==> config.mk <==
export PLATFORM = sky130hd
export DESIGN_NAME = vga_timing_gen
export DESIGN_NICKNAME = d
export VERILOG_FILES = /design/src/rtl/vga_timing_gen.sv
export SDC_FILE = /design/constraint.sdc
export NUM_CORES = 1
export LEC_CHECK = 0
export CAP_MARGIN = 10
export CELL_PAD_IN_SITES_DETAIL_PLACEMENT = 1
export CELL_PAD_IN_SITES_GLOBAL_PLACEMENT = 1
export CORE_MARGIN = 4
export CORE_UTILIZATION = 27
export DETAILED_ROUTE_END_ITERATION = 7
export PLACE_DENSITY_LB_ADDON = 0.05
export RECOVER_POWER = 50
export REMOVE_ABC_BUFFERS = 1
export SETUP_SLACK_MARGIN = 0.15
export SLEW_MARGIN = 20
export SYNTH_ARGS = -nofsm -noshare
export SYNTH_HDL_FRONTEND = slang
export SYNTH_SLANG_ARGS = --single-unit
==> constraint.sdc <==
create_clock -name vgaclk -period 2.2 [get_ports vgaclk]
set_clock_uncertainty 0.2 [all_clocks]
set_input_delay 0.44 -clock vgaclk [delete_from_list [all_inputs] [get_ports vgaclk]]
set_output_delay 0.44 -clock vgaclk [all_outputs]
set_load 0.02 [all_outputs]
==> src/rtl/vga_timing_gen.sv <==
// vga_timing_gen: parametrised VGA raster counters with request-side x/y and
// latency-matched sync/blank plus registered RGB towards the DAC.
module vga_timing_gen #(
  parameter int H_ACTIVE  = 640,
  parameter int H_FP      = 16,
  parameter int H_SYNC    = 96,
  parameter int H_BP      = 48,
  parameter int V_ACTIVE  = 480,
  parameter int V_FP      = 10,
  parameter int V_SYNC    = 2,
  parameter int V_BP      = 33,
  parameter bit HSYNC_POL = 1'b0,
  parameter bit VSYNC_POL = 1'b0,
  parameter int PIX_LAT   = 0,
  parameter int CW        = 8
) (
  input  logic          vgaclk,
  input  logic          reset_b,
  input  logic          en,
  output logic [9:0]    x,
  output logic [9:0]    y,
  output logic          req,
  output logic          frame_start,
  output logic          line_start,
  input  logic [3*CW-1:0] rgb_in,
  output logic          hsync,
  output logic          vsync,
  output logic          sync_b,
  output logic          de,
  output logic [CW-1:0] r,
  output logic [CW-1:0] g,
  output logic [CW-1:0] b
);
  localparam int H_TOT = H_ACTIVE + H_FP + H_SYNC + H_BP;
  localparam int V_TOT = V_ACTIVE + V_FP + V_SYNC + V_BP;
  localparam int HW = $clog2(H_TOT);
  localparam int VW = $clog2(V_TOT);
  localparam int D = PIX_LAT + 1;
  if (H_TOT > 1024 || V_TOT > 1024) begin : g_size_err
    $error("vga_timing_gen: H_TOT/V_TOT must not exceed 1024");
  end
  if (PIX_LAT < 0 || PIX_LAT > 15) begin : g_lat_err
    $error("vga_timing_gen: PIX_LAT must be 0..15");
  end
  logic [HW-1:0]     hcnt_q, hcnt_d;
  logic [VW-1:0]     vcnt_q, vcnt_d;
  logic [3*D-1:0]    pipe_q, pipe_d;
  logic [3*CW-1:0]   rgb_q, rgb_d;
  logic [3*D+2:0]    chain;
  logic [2:0]        raw, tap, out;
  logic              h_end, v_end, hs, vs;
  // Each pipeline slot is {hs, vs, de}, active-high; polarity applied only at the pins.
  always_comb begin
    h_end = int'(hcnt_q) == H_TOT - 1;
    v_end = int'(vcnt_q) == V_TOT - 1;
    hcnt_d = (!en || h_end) ? '0 : hcnt_q + HW'(1);
    vcnt_d = (!en || (h_end && v_end)) ? '0 : vcnt_q + VW'(h_end);
    req = en && int'(hcnt_q) < H_ACTIVE && int'(vcnt_q) < V_ACTIVE;
    hs = en && int'(hcnt_q) >= H_ACTIVE + H_FP && int'(hcnt_q) < H_ACTIVE + H_FP + H_SYNC;
    vs = en && int'(vcnt_q) >= V_ACTIVE + V_FP && int'(vcnt_q) < V_ACTIVE + V_FP + V_SYNC;
    x = req ? 10'(hcnt_q) : '0;
    y = req ? 10'(vcnt_q) : '0;
    frame_start = en && hcnt_q == '0 && vcnt_q == '0;
    line_start = en && hcnt_q == '0;
    raw = {hs, vs, req};
    chain = {pipe_q, raw};
    tap = chain[3*PIX_LAT +: 3];
    out = chain[3*D +: 3];
    pipe_d = chain[3*D-1:0];
    rgb_d = tap[0] ? rgb_in : '0;
    hsync = out[2] ? HSYNC_POL : !HSYNC_POL;
    vsync = out[1] ? VSYNC_POL : !VSYNC_POL;
    sync_b = !(out[2] || out[1]);
    de = out[0];
    {r, g, b} = rgb_q;
  end
  always_ff @(posedge vgaclk) begin
    if (!reset_b) begin
      hcnt_q <= '0;
      vcnt_q <= '0;
      pipe_q <= '0;
      rgb_q <= '0;
    end else begin
      hcnt_q <= hcnt_d;
      vcnt_q <= vcnt_d;
      pipe_q <= pipe_d;
      rgb_q <= rgb_d;
    end
  end
endmodule
==> flow_metrics.py <==
metrics = {
    "status": {
        "status": "finished, final reports clean",
    },
    "yosys": {
        "synth_compound_area_share_pct": 1.54,
        "synthesis.area_um2": 1870,
        "netlist-cell-type-count": 27,
        "synthSimpleGateAreaFrac_pct": 32.5,
        "synth-adder-area-share_pct": 2.68,
        "synth_most_common_cell": "dfxtp_1",
        "synth-seq-cells": 47,
        "yosys-top-cells-area": "dfxtp_1, and3_1, and2_1",
        "yosys_warnings": 0,
        "synth_top_cell_by_area": "dfxtp_1",
        "yosysTopAreaCellShare_pct": 50.4,
        "seq_area_frac_synth_pct": 50.4,
        "syn_avg_cell_area_um2": 9.33,
        "synthTopCellsByCount": "dfxtp_1, and3_1, nor2_1",
        "synth_top_family_by_area": "simple AND/OR/NAND/NOR gates",
        "synthArstFlopShare_pct": 0,
        "synth_cells": 200,
        "synthXorXnorAreaFrac_pct": 7.51,
        "ys.flop_type": "dfxtp_1",
        "synth_mux_area_share_pct": 0,
        "synth_edf_count": 0,
    },
    "placed_design": {
        "gp_congestion": 0.737,
        "hpwl_um": 4010,
        "port_buffers": 76,
        "dp_cells": 381,
    },
    "power": {
        "total_leakage_power_nw": 1.48,
        "p_sw_mw": 0.381,
        "seq_power_share_pct": 54.1,
        "combPwrFrac_pct": 12.9,
        "p_clk_share_pct": 33.0,
        "p_int_mw": 1.23,
        "power_density_nw_per_um2": 478,
        "ir_drop_v": 0.000237,
        "switching_share_pct": 23.6,
        "power_mw": 1.62,
    },
    "worst_hold_path": {
        "hold_class": "flip-flop to flip-flop",
    },
    "routing": {
        "drt_iter0_drc": 25,
        "postRouteAntennaNets": 0,
        "route.detailed.drc": 0,
        "drt-total-wl_um": 5640,
        "firstDrtPassIters": 4,
        "vias": 1795,
        "vias_per_cell": 4.49,
        "wl_per_cell_um": 14.1,
    },
    "die": {
        "fp.dieW_um": 91.1,
        "die_h_um": 91.1,
        "pin_count": 78,
        "core_region_area_um2": 6760,
        "initial_utilization_pct": 27.6,
        "rows": 30,
        "die_area_um2": 8300,
    },
    "global_route": {
        "track_usage_pct": 13.8,
        "first_global_vias": 1871,
        "grt_pass1_wl_um": 9340,
        "grt_overflow_total": 0,
        "antenna_found_initial": 0,
        "grt_max_degree": 27,
    },
    "timing": {
        "rsz0062_at_grt": "true",
        "slew_viol_final": 0,
        "setup_violations": 0,
        "final.period_utilization_pct": 99.8,
        "finalHoldViolations": 0,
        "fin_crit_ps": 2200,
        "max_freq_mhz": 455,
        "timing.hold.ws_ps": 341,
    },
    "layout": {
        "syn_to_final_growth_pct": 81.2,
        "final_nets": 351,
        "antennaDiodeCount": 0,
        "final_cells": 400,
        "drive_gt1_share_pct": 38.1,
    },
    "critical_path": {
        "end_kind": "output port",
        "path_class": "flip-flop to output port",
        "cp.arrival_ps": 1560,
        "cp-start-kind": "flip-flop",
        "crit_fanout": 7,
        "cp_data_required_time_ps": 1560,
    },
    "clock_tree": {
        "path_clk_slew_ps": 90,
        "clk_path_buf_depth": 2,
        "ctsHoldBuffers": 0,
        "cts_max_level": 2,
        "clock-sinks": 47,
        "cts_tree": "yes",
        "ctsRootBufferMaster": "clkbuf_8",
        "numCtsBuffers": 5,
        "clk_latency_ps": 290,
    },
    "job": {
        "maxCapViolations": 0,
    },
}
final cells by class:
| class | instances | area [um^2] |
|---|---|---|
| fill | 774 | 3380 |
| clock buffer | 6 | 82.6 |
| timing repair buffer | 123 | 1180 |
| inverter | 9 | 33.8 |
| clock inverter | 1 | 5.00 |
| multi-input combinational | 134 | 1020 |
| sequential | 47 | 956 |
| tap | 80 | 100 |
registers in the layout (all words and copies together) (netlist names):
register and count:
hcnt_q 10, out 3, rgb_q 24, vcnt_q 10
placed cells by master, fill, tap and decap left out, drive strengths merged, types with 8 or more instances in the layout:
cell type	Yosys	final
xnor2	8	8
inv	9	9
clkdlybuf4s50	0	51
xor2	8	8
nor2	23	23
nand2	11	11
and2	21	21
and3	25	25
buf	7	68
dfxtp	47	47
metal layers:
layer,vias to the layer above,global-route usage [%],routed length [um]
li1,899,-,-
met1,841,18.3,2690
met2,51,22.6,2640
met3,4,3.07,258
met4,0,3.77,51
met5,-,0,0
metrics by stage:
stage	area [um^2]	setup WS (ps)	setup TNS (ps)	util, %
floorplan	1800	-29.3	-477	-
global placement	2930	-583	-12350	43.3
detailed placement	2930	-602	-12710	43.3
CTS	3260	-43.5	-604	48.3
global route	3380	-92.5	-1590	50.0
finish	3380	3.68	0	50.0
repair_timing:
action,CTS,global route
pin swaps,31,14
gates cloned,2,0
buffers inserted,7,3
setup endpoints to repair,27,29
resized for setup,180,26
power groups by stage:
stage / sequential, mW / clock (mW) / combinational, mW
6_report: 0.875 / 0.533 / 0.208
2_1_floorplan: 0.921 / 0 / 0.0397
5_1_grt: 0.878 / 0.597 / 0.223
4_1_cts: 0.876 / 0.556 / 0.207
3_5_place_dp: 0.897 / 0 / 0.188
3_3_place_gp: 0.896 / 0 / 0.187
cells by family (layout without fill, tap and decap cells):
logic type,Yosys count,count (layout)
fa+ha+maj,4,4
buf+inv,19,139
compound gates,3,3
flops,47,47
other cells,1,1
xor+xnor,16,16
simple gates,110,110
critical path, stage by stage, from the launching register on:
cell     delay [ps]
dfxtp_2         340
buf_6           110
o21ai_2         100
and4b_2         310
buf_6           150
and2_4          140
buf_6           110
path summary, 6_finish.rpt:
path	startpoint	endpoint	slack, ps	depth (start not counted)
max	hcnt_q[8]$_SDFF_PP0_	y[2]	4	6
min	hcnt_q[0]$_SDFF_PP0_	hcnt_q[0]$_SDFF_PP0_	340	2
min reg2reg	hcnt_q[0]$_SDFF_PP0_	hcnt_q[0]$_SDFF_PP0_	340	2
max reg2reg	hcnt_q[1]$_SDFF_PP0_	vcnt_q[7]$_SDFF_PP0_	120	11
(Power assumes the default switching activity.)
